**src/rtl/lift_pkg.sv**
```systemverilog
// Shared types and default sizing for the lift controller.
// Latency: n/a. Backpressure: n/a.
package lift_pkg;

  typedef enum logic [2:0] {
    S_OFF        = 3'd0,
    S_IDLE       = 3'd1,
    S_MOVING     = 3'd2,
    S_DOOR_OPEN  = 3'd3,
    S_DOOR_CLOSE = 3'd4
  } state_e;

  typedef enum logic [1:0] {
    DIR_NONE = 2'b00,
    DIR_UP   = 2'b01,
    DIR_DOWN = 2'b10
  } dir_e;

  localparam int DEF_NUM_FLOORS  = 16;
  localparam int DEF_MOVE_CYCLES = 4;
  localparam int DEF_DOOR_CYCLES = 8;
  localparam int DEF_WEIGHT_W    = 10;
  localparam int DEF_MAX_WEIGHT  = 700;

endpackage

```
**src/rtl/lift_ctrl_if.sv**
```systemverilog
// Cabin/landing signal bundle between the lift controller and its surroundings.
// Latency: n/a. Backpressure: none, all signals are levels or pulses.
interface lift_ctrl_if #(
  parameter int NUM_FLOORS = 16,
  parameter int FLOOR_W    = $clog2(NUM_FLOORS),
  parameter int WEIGHT_W   = 10
);
  logic                  i_power;
  logic                  i_battery;
  logic [NUM_FLOORS-1:0] i_hall_up;
  logic [NUM_FLOORS-1:0] i_hall_down;
  logic [NUM_FLOORS-1:0] i_car_call;
  logic                  i_open;
  logic                  i_close;
  logic [WEIGHT_W-1:0]   i_weight;
  logic [FLOOR_W-1:0]    o_floor;
  logic [1:0]            o_dir;
  logic                  o_moving;
  logic                  o_open;
  logic                  o_close;
  logic                  o_overweight;
  logic [NUM_FLOORS-1:0] o_pending;

  modport master (
    output i_power, i_battery, i_hall_up, i_hall_down, i_car_call,
           i_open, i_close, i_weight,
    input  o_floor, o_dir, o_moving, o_open, o_close, o_overweight, o_pending
  );

  modport slave (
    input  i_power, i_battery, i_hall_up, i_hall_down, i_car_call,
           i_open, i_close, i_weight,
    output o_floor, o_dir, o_moving, o_open, o_close, o_overweight, o_pending
  );
endinterface

```
**src/rtl/lift_req_sched.sv**
```systemverilog
// Latched floor requests plus here/above/below flags relative to a probe floor.
// Latency: requests visible one cycle after the input. Backpressure: none.
module lift_req_sched
  import lift_pkg::*;
#(
  parameter int NUM_FLOORS = DEF_NUM_FLOORS,
  parameter int FLOOR_W    = $clog2(NUM_FLOORS)
) (
  input  logic                  i_clk,
  input  logic                  i_rst,
  input  logic                  i_clr_all,
  input  logic                  i_accept,
  input  logic [NUM_FLOORS-1:0] i_hall_up,
  input  logic [NUM_FLOORS-1:0] i_hall_down,
  input  logic [NUM_FLOORS-1:0] i_car_call,
  input  logic                  i_clr_en,
  input  logic [FLOOR_W-1:0]    i_clr_floor,
  input  logic [FLOOR_W-1:0]    i_eval_floor,
  output logic [NUM_FLOORS-1:0] o_pending,
  output logic                  o_here,
  output logic                  o_above,
  output logic                  o_below
);

  // No up call exists at the top landing, no down call at the bottom one.
  localparam logic [NUM_FLOORS-1:0] UP_MASK = {1'b0, {(NUM_FLOORS-1){1'b1}}};
  localparam logic [NUM_FLOORS-1:0] DN_MASK = {{(NUM_FLOORS-1){1'b1}}, 1'b0};

  logic [NUM_FLOORS-1:0] pending_q, pending_d;
  logic [NUM_FLOORS-1:0] req_vec;

  assign req_vec = i_car_call | (i_hall_up & UP_MASK) | (i_hall_down & DN_MASK);

  always_comb begin
    pending_d = pending_q;
    if (i_clr_all) begin
      pending_d = '0;
    end else begin
      if (i_accept) pending_d = pending_d | req_vec;
      if (i_clr_en) pending_d[i_clr_floor] = 1'b0;
    end
  end

  always_comb begin
    o_above = 1'b0;
    o_below = 1'b0;
    for (int f = 0; f < NUM_FLOORS; f++) begin
      if (pending_q[f] && (FLOOR_W'(f) > i_eval_floor)) o_above = 1'b1;
      if (pending_q[f] && (FLOOR_W'(f) < i_eval_floor)) o_below = 1'b1;
    end
    o_here = pending_q[i_eval_floor];
  end

  always_ff @(posedge i_clk) begin
    if (i_rst) pending_q <= '0;
    else       pending_q <= pending_d;
  end

  assign o_pending = pending_q;

endmodule

```
**src/rtl/lift_ctrl.sv**
```systemverilog
// Single-car lift controller: request latching, travel sequencing, door dwell and load interlock.
// Latency: one transition per clock, MOVE_CYCLES per floor. Backpressure: none, inputs are sampled levels.
module lift_ctrl
  import lift_pkg::*;
#(
  parameter int NUM_FLOORS  = DEF_NUM_FLOORS,
  parameter int FLOOR_W     = $clog2(NUM_FLOORS),
  parameter int MOVE_CYCLES = DEF_MOVE_CYCLES,
  parameter int DOOR_CYCLES = DEF_DOOR_CYCLES,
  parameter int WEIGHT_W    = DEF_WEIGHT_W,
  parameter int MAX_WEIGHT  = DEF_MAX_WEIGHT
) (
  input  logic     i_clk,
  input  logic     i_rst,
  lift_ctrl_if.slave bus
);

  localparam int MCNT_W = (MOVE_CYCLES > 1) ? $clog2(MOVE_CYCLES) : 1;
  localparam int TMR_W  = $clog2(DOOR_CYCLES + 1);
  localparam logic [MCNT_W-1:0]   MOVE_LAST    = MCNT_W'(MOVE_CYCLES - 1);
  localparam logic [TMR_W-1:0]    DWELL        = TMR_W'(DOOR_CYCLES);
  localparam logic [TMR_W-1:0]    TMR_ONE      = TMR_W'(1);
  localparam logic [FLOOR_W-1:0]  TOP_FLOOR    = FLOOR_W'(NUM_FLOORS - 1);
  localparam logic [WEIGHT_W-1:0] WEIGHT_LIMIT = WEIGHT_W'(MAX_WEIGHT);

  state_e              state_q, state_d;
  dir_e                dir_q, dir_d;
  logic [FLOOR_W-1:0]  floor_q, floor_d;
  logic                last_up_q, last_up_d;
  logic [MCNT_W-1:0]   move_cnt_q, move_cnt_d;
  logic [TMR_W-1:0]    door_tmr_q, door_tmr_d;

  logic                powered, arrive, heavy, ahead, behind;
  logic [FLOOR_W-1:0]  next_floor, eval_floor;
  logic                here, above, below;
  logic                clr_en;

  assign powered = bus.i_power && bus.i_battery;
  assign arrive  = (state_q == S_MOVING) && (move_cnt_q == MOVE_LAST);
  assign heavy   = bus.i_weight > WEIGHT_LIMIT;

  always_comb begin
    next_floor = floor_q;
    if (dir_q == DIR_UP && floor_q != TOP_FLOOR)              next_floor = floor_q + 1'b1;
    else if (dir_q == DIR_DOWN && floor_q != '0)              next_floor = floor_q - 1'b1;
  end

  // On the arrival cycle the scheduler must judge the floor being reached, not the one left.
  assign eval_floor = arrive ? next_floor : floor_q;
  assign ahead      = (dir_q == DIR_UP) ? above : below;
  assign behind     = (dir_q == DIR_UP) ? below : above;

  always_comb begin
    state_d    = state_q;
    dir_d      = dir_q;
    floor_d    = floor_q;
    last_up_d  = last_up_q;
    move_cnt_d = move_cnt_q;
    door_tmr_d = door_tmr_q;
    if (!powered) begin
      state_d    = S_OFF;
      dir_d      = DIR_NONE;
      move_cnt_d = '0;
      door_tmr_d = '0;
    end else begin
      case (state_q)
        S_OFF: state_d = S_IDLE;
        S_IDLE: begin
          if (here) begin
            state_d    = S_DOOR_OPEN;
            door_tmr_d = DWELL;
          end else if (above && (!below || last_up_q)) begin
            state_d    = S_MOVING;
            dir_d      = DIR_UP;
            last_up_d  = 1'b1;
            move_cnt_d = '0;
          end else if (below) begin
            state_d    = S_MOVING;
            dir_d      = DIR_DOWN;
            last_up_d  = 1'b0;
            move_cnt_d = '0;
          end else begin
            dir_d = DIR_NONE;
          end
        end
        S_MOVING: begin
          if (!arrive) begin
            move_cnt_d = move_cnt_q + 1'b1;
          end else begin
            floor_d    = next_floor;
            move_cnt_d = '0;
            if (here) begin
              state_d    = S_DOOR_OPEN;
              door_tmr_d = DWELL;
            end else if (ahead) begin
              state_d = S_MOVING;
            end else if (behind) begin
              dir_d     = (dir_q == DIR_UP) ? DIR_DOWN : DIR_UP;
              last_up_d = (dir_q != DIR_UP);
            end else begin
              state_d = S_IDLE;
            end
          end
        end
        S_DOOR_OPEN: begin
          if (bus.i_open) begin
            door_tmr_d = DWELL;
          end else if (bus.i_close || door_tmr_q <= TMR_ONE) begin
            if (heavy) begin
              door_tmr_d = DWELL;
            end else begin
              state_d    = S_DOOR_CLOSE;
              door_tmr_d = '0;
            end
          end else begin
            door_tmr_d = door_tmr_q - 1'b1;
          end
        end
        S_DOOR_CLOSE: begin
          if (bus.i_open) begin
            state_d    = S_DOOR_OPEN;
            door_tmr_d = DWELL;
          end else begin
            state_d = S_IDLE;
          end
        end
        default: state_d = S_OFF;
      endcase
    end
  end

  // Calls for the landing the door is open at are absorbed rather than queued.
  assign clr_en = (state_d == S_DOOR_OPEN) || (state_q == S_DOOR_OPEN);

  lift_req_sched #(
    .NUM_FLOORS (NUM_FLOORS),
    .FLOOR_W    (FLOOR_W)
  ) u_sched (
    .i_clk        (i_clk),
    .i_rst        (i_rst),
    .i_clr_all    (state_d == S_OFF),
    .i_accept     (state_q != S_OFF),
    .i_hall_up    (bus.i_hall_up),
    .i_hall_down  (bus.i_hall_down),
    .i_car_call   (bus.i_car_call),
    .i_clr_en     (clr_en),
    .i_clr_floor  (floor_d),
    .i_eval_floor (eval_floor),
    .o_pending    (bus.o_pending),
    .o_here       (here),
    .o_above      (above),
    .o_below      (below)
  );

  always_ff @(posedge i_clk) begin
    if (i_rst) begin
      state_q    <= S_OFF;
      dir_q      <= DIR_NONE;
      floor_q    <= '0;
      last_up_q  <= 1'b1;
      move_cnt_q <= '0;
      door_tmr_q <= '0;
    end else begin
      state_q    <= state_d;
      dir_q      <= dir_d;
      floor_q    <= floor_d;
      last_up_q  <= last_up_d;
      move_cnt_q <= move_cnt_d;
      door_tmr_q <= door_tmr_d;
    end
  end

  assign bus.o_floor      = floor_q;
  assign bus.o_dir        = dir_q;
  assign bus.o_moving     = (state_q == S_MOVING);
  assign bus.o_open       = (state_q == S_DOOR_OPEN);
  assign bus.o_close      = (state_q != S_DOOR_OPEN);
  assign bus.o_overweight = (state_q == S_DOOR_OPEN) && heavy;

endmodule

```
**src/flat_wrapper.sv**
```systemverilog
// flat-port wrapper written by rule: the top's interface ports become plain ports
module lift_ctrl_flat import lift_pkg::*;
#(
  parameter int NUM_FLOORS  = DEF_NUM_FLOORS,
  parameter int FLOOR_W     = $clog2(NUM_FLOORS),
  parameter int MOVE_CYCLES = DEF_MOVE_CYCLES,
  parameter int DOOR_CYCLES = DEF_DOOR_CYCLES,
  parameter int WEIGHT_W    = DEF_WEIGHT_W,
  parameter int MAX_WEIGHT  = DEF_MAX_WEIGHT
)
  (i_clk, i_rst, bus_i_power, bus_i_battery, bus_i_hall_up, bus_i_hall_down, bus_i_car_call, bus_i_open, bus_i_close, bus_i_weight, bus_o_floor, bus_o_dir, bus_o_moving, bus_o_open, bus_o_close, bus_o_overweight, bus_o_pending);
  lift_ctrl_if #(.NUM_FLOORS(NUM_FLOORS), .FLOOR_W(FLOOR_W), .WEIGHT_W(WEIGHT_W)) bus_i ();
  input  logic i_clk;
  input  logic i_rst;
  input wire logic [$bits(bus_i.i_power)-1:0] bus_i_power;
  input wire logic [$bits(bus_i.i_battery)-1:0] bus_i_battery;
  input wire logic [$bits(bus_i.i_hall_up)-1:0] bus_i_hall_up;
  input wire logic [$bits(bus_i.i_hall_down)-1:0] bus_i_hall_down;
  input wire logic [$bits(bus_i.i_car_call)-1:0] bus_i_car_call;
  input wire logic [$bits(bus_i.i_open)-1:0] bus_i_open;
  input wire logic [$bits(bus_i.i_close)-1:0] bus_i_close;
  input wire logic [$bits(bus_i.i_weight)-1:0] bus_i_weight;
  output wire logic [$bits(bus_i.o_floor)-1:0] bus_o_floor;
  output wire logic [$bits(bus_i.o_dir)-1:0] bus_o_dir;
  output wire logic [$bits(bus_i.o_moving)-1:0] bus_o_moving;
  output wire logic [$bits(bus_i.o_open)-1:0] bus_o_open;
  output wire logic [$bits(bus_i.o_close)-1:0] bus_o_close;
  output wire logic [$bits(bus_i.o_overweight)-1:0] bus_o_overweight;
  output wire logic [$bits(bus_i.o_pending)-1:0] bus_o_pending;
  assign bus_i.i_power = bus_i_power;
  assign bus_i.i_battery = bus_i_battery;
  assign bus_i.i_hall_up = bus_i_hall_up;
  assign bus_i.i_hall_down = bus_i_hall_down;
  assign bus_i.i_car_call = bus_i_car_call;
  assign bus_i.i_open = bus_i_open;
  assign bus_i.i_close = bus_i_close;
  assign bus_i.i_weight = bus_i_weight;
  assign bus_o_floor = bus_i.o_floor;
  assign bus_o_dir = bus_i.o_dir;
  assign bus_o_moving = bus_i.o_moving;
  assign bus_o_open = bus_i.o_open;
  assign bus_o_close = bus_i.o_close;
  assign bus_o_overweight = bus_i.o_overweight;
  assign bus_o_pending = bus_i.o_pending;
  lift_ctrl #(.NUM_FLOORS(NUM_FLOORS), .FLOOR_W(FLOOR_W), .MOVE_CYCLES(MOVE_CYCLES), .DOOR_CYCLES(DOOR_CYCLES), .WEIGHT_W(WEIGHT_W), .MAX_WEIGHT(MAX_WEIGHT)) u_core (.i_clk(i_clk), .i_rst(i_rst), .bus(bus_i));
endmodule
```
**config.mk**
```make
export PLATFORM = sky130hd
export DESIGN_NAME = lift_ctrl_flat
export DESIGN_NICKNAME = d
export VERILOG_FILES = /design/src/rtl/lift_pkg.sv /design/src/rtl/lift_ctrl_if.sv /design/src/rtl/lift_req_sched.sv /design/src/rtl/lift_ctrl.sv /design/src/flat_wrapper.sv
export SDC_FILE = /design/constraint.sdc
export NUM_CORES = 1
export LEC_CHECK = 0
export ABC_AREA = 1
export CORE_MARGIN = 10
export CORE_UTILIZATION = 40
export CTS_BUF_LIST = sky130_fd_sc_hd__clkbuf_4 sky130_fd_sc_hd__clkbuf_8
export DETAILED_ROUTE_END_ITERATION = 6
export DONT_BUFFER_PORTS = 1
export MAX_ROUTING_LAYER = met4
export PLACE_DENSITY = 0.61
export SLEW_MARGIN = 15
export SYNTH_ARGS = -nofsm -noshare
export SYNTH_HDL_FRONTEND = slang
export SYNTH_SLANG_ARGS = --single-unit
```
**constraint.sdc**
```tcl
create_clock -name i_clk -period 4.3 [get_ports i_clk]
set_input_delay 0.43 -clock i_clk [delete_from_list [all_inputs] [get_ports i_clk]]
set_output_delay 0.43 -clock i_clk [all_outputs]
set_load 0.005 [all_outputs]
```
==> load_flow_metrics.sql <==
INSERT INTO impl_metrics (metric_group, metric, value, unit) VALUES
('status', 'status', 'completed', ''),
('global_route', 'antenna_violations_before_repair', '0', ''),
('synthesis', 'number_of_flip_flops_and_latches_in_the_synthesized_netlist', '32', ''),
('clocking', 'clkSinkCount', '32', ''),
('synthesis', 'synth-main-ff-cell', 'dfxtp_1', ''),
('finish', 'layout.filler_cells', '767', ''),
('detailed_routing', 'drtPass1Iterations', '4', ''),
('clocking', 'cts_resized', '0', ''),
('detailed_routing', 'avgViaCountPerCell', '5.377', ''),
('critical_path', 'reg2reg_setup_slack', '0.90', 'ns'),
('synthesis', 'synth.lib_cells_used.distinct', '42', ''),
('clocking', 'cts_setup_buffers', '0', ''),
('clocking', 'clkSlewWorstSetupHoldPaths', '0.07', 'ns'),
('sta', 'fin_setup_tns', '0', 'ns'),
('clocking', 'cts_root_buf', 'clkbuf_8', ''),
('sta', 'tightest_slew', '1.124', 'ns'),
('sta', 'clock_skew', '0.004962', 'ns'),
('finish', 'multi_input_comb_area', '1833', 'sq um'),
('critical_path', 'cp-start-kind', 'flop', ''),
('critical_path', 'critPathSlowestCell', 'dfxtp_1', ''),
('sta', 'maxSlewHeadroom', '24.82', '%'),
('place', 'placed_cell_area', '2804', 'sq um'),
('sta', 'setup-violations-final', '0', ''),
('detailed_routing', 'residual_drc', '0', ''),
('global_route', 'grt_pass1_vias', '2790', ''),
('synthesis', 'synthesis.area_per_instance', '6.062', 'sq um'),
('die', 'core_area', '6756', 'sq um'),
('place', 'place_ws', '0.9265', 'ns'),
('critical_path', 'max_stage_delay', '0.44', 'ns'),
('finish', 'antenna_cells_inserted', '0', ''),
('power_and_ir_drop', 'vdd.ir_drop.worst', '0.1095', 'mV'),
('global_route', 'overflow', '0', ''),
('synthesis', 'mappedNetlistArea', '2770', 'sq um'),
('finish', 'post_route_cells_drive_above_1_share', '11.11', '%'),
('global_route', 'grt_start_max_net_pins', '18', ''),
('synthesis', 'syn_nets', '526', ''),
('detailed_routing', 'routedWlPerCell', '15.75', 'um'),
('finish', 'flow.area_growth_from_synthesis', '4.652', '%'),
('die', 'die_w', '103.2', 'um'),
('detailed_routing', 'antenna_nets_post_route', '0', ''),
('detailed_routing', 'drt-initial-drc-count', '182', ''),
('synthesis', 'synth_enable_flop_cells', '0', ''),
('power_and_ir_drop', 'total_leakage_power', '1.326', 'nW'),
('power_and_ir_drop', 'cellPowerDensity', '225.0', 'nW/um^2'),
('synthesis', 'synth_async_sr_flop_share', '0', '%'),
('global_route', 'grt_usage', '16.48', '%'),
('place', 'buffers_added_on_ports', '0', ''),
('sta', 'achievable-frequency', '293.9', 'MHz'),
('die', 'dieArea', '10650', 'sq um'),
('detailed_routing', 'detail_route.wirelength', '8488', 'um'),
('sta', 'final.setup.worst_slack', '0.8978', 'ns'),
('critical_path', 'timing.critical_path.required', '4.47', 'ns'),
('sta', 'unrepaired_setup_endpoints_after_global_routing', 'false', ''),
('finish', 'seqCellArea', '640.6', 'sq um'),
('clocking', 'worst_skew_pair.late_latency', '0.29', 'ns'),
('sta', 'worst_hold_slack', '0.2065', 'ns'),
('die', 'die_h', '103.2', 'um'),
('synthesis', 'post_synth_inst_count', '457', ''),
('sta', 'layout_min_cycle_time', '3.402', 'ns'),
('die', 'std_cell_rows', '30', ''),
('critical_path', 'critPathMostFrequentCell', 'nand2_1', ''),
('critical_path', 'end_kind', 'flop', ''),
('detailed_routing', 'dr_total_vias', '2898', ''),
('critical_path', 'crit_path_max_fanout', '16', ''),
('finish', 'nets', '527', ''),
('clocking', 'cts_tree', 'done', ''),
('clocking', 'cts.htree.levels', '2', ''),
('sta', 'report.final.slew_viol_count', '0', ''),
('critical_path', 'timing.critical_path.cells', 'inv_1 > ha_1 > nand2_1 > nand2_1 > nand2_2 > nand2_4 > nand2_1 > nand2_1 > inv_1 > nand2_1 > nand2_1 > nand2_1 > nand2_1 > nand3_1 > nor3_4 > nand3_1 > nand2_1 > inv_1 > a21oi_2 > nand2_2 > nand2_4 > a21oi_1', ''),
('place', 'post-dp-hpwl', '7009', 'um'),
('clocking', 'numCtsBuffers', '5', '');
==> power by group <==
part / leakage [nW] / switching, mW / internal [mW] / total [mW]
registers: 0.259 / 0.00609 / 0.300 / 0.306
logic: 1.02 / 0.0672 / 0.0298 / 0.0970
clock network: 0.0510 / 0.121 / 0.128 / 0.249
==> kinds of logic after synthesis <==
| family | Yosys count | share of synthesized area (%) |
|---|---|---|
| flops | 32 | 23.13 |
| fa+ha+maj | 5 | 2.258 |
| compound gates | 80 | 17.75 |
| buf+inv | 66 | 10.79 |
| simple gates | 272 | 45.44 |
| xor+xnor | 2 | 0.6325 |
==> stage by stage <==
stage                     std cells  utilization, %  total power, mW
after floorplan                 457               -           0.3896
after global placement          531           41.50           0.4087
after detailed placement        531           41.50           0.4099
after CTS                       539           42.87           0.6625
after global routing            539           42.91           0.6832
final                           539           42.91           0.6524
==> Yosys cell counts, types with 4 or more instances <==
| library cell | instances | share of area (%) |
|---|---|---|
| inv_1 | 54 | 7.3 |
| dfxtp_1 | 32 | 23 |
| o21bai_1 | 6 | 1.6 |
| o21ai_0 | 29 | 5.2 |
| nand2_4 | 4 | 1.6 |
| nand3_1 | 37 | 6.7 |
| nand2_2 | 8 | 1.8 |
| a21oi_1 | 25 | 4.5 |
| nand4_1 | 6 | 1.4 |
| nor2_1 | 59 | 8.0 |
| nand2_1 | 122 | 17 |
| nor3_1 | 19 | 3.4 |
| a21oi_2 | 10 | 3.2 |
| ha_1 | 5 | 2.3 |
==> per-layer routing <==
layer	GRT usage (%)	vias to the layer above	wire length, um
met2	26.23	95	3955
met3	3.654	8	642
met5	-	-	0
li1	-	1489	-
met4	3.957	0	75
met1	20.81	1306	3815
==> state kept, by name (all words and copies together) (netlist names) <==
register / cells
u_core.u_sched.o_pending: 16
u_core.bus.o_floor: 4
u_core.door_tmr_q: 4
u_core.state_q: 3
u_core.bus.o_dir: 2
u_core.move_cnt_q: 2
u_core.last_up_q: 1
==> final cells by class <==
type	count	area share [%]
clock buffer	6	2.849
inverter	58	7.510
timing repair buffer	2	0.5179
tap	80	3.453
clock inverter	2	0.3453
multi-input combinational	359	63.23
sequential	32	22.10
==> cells in the final DEF (no fill, tap or decap), drive strengths merged, types with 5 or more instances in the layout <==
cell type,Yosys,layout
ha,5,5
nand4,6,6
nand2,134,134
clkbuf,2,6
inv,57,57
o21ai,33,33
o21bai,6,6
a21oi,36,36
dfxtp,32,32
nor2,65,65
nand3,41,41
nor3,20,20
==> critical path, delay by kind of cell, from the launching register on <==
kind / cells / cell delay (ns)
and+or+nand+nor: 16 / 2.00
buffers and inverters: 3 / 0.36
DFF: 1 / 0.44
adders and majority gates: 1 / 0.23
AOI/OAI and AO/OA: 2 / 0.25
==> worst paths after layout <==
check,from,end,depth (start not counted)
worst max-delay path,u_core.bus.o_floor[0]$_SDFF_PP0_,u_core.u_sched.o_pending[2]$_SDFF_PP0_,22
worst min-delay path,i_rst,u_core.bus.o_floor[0]$_SDFF_PP0_,1
worst max register to register,u_core.bus.o_floor[0]$_SDFF_PP0_,u_core.u_sched.o_pending[2]$_SDFF_PP0_,22
worst min register to register,u_core.move_cnt_q[1]$_SDFFE_PP0P_,u_core.move_cnt_q[1]$_SDFFE_PP0P_,2
Note: power is estimated with default switching activity, not from simulation.
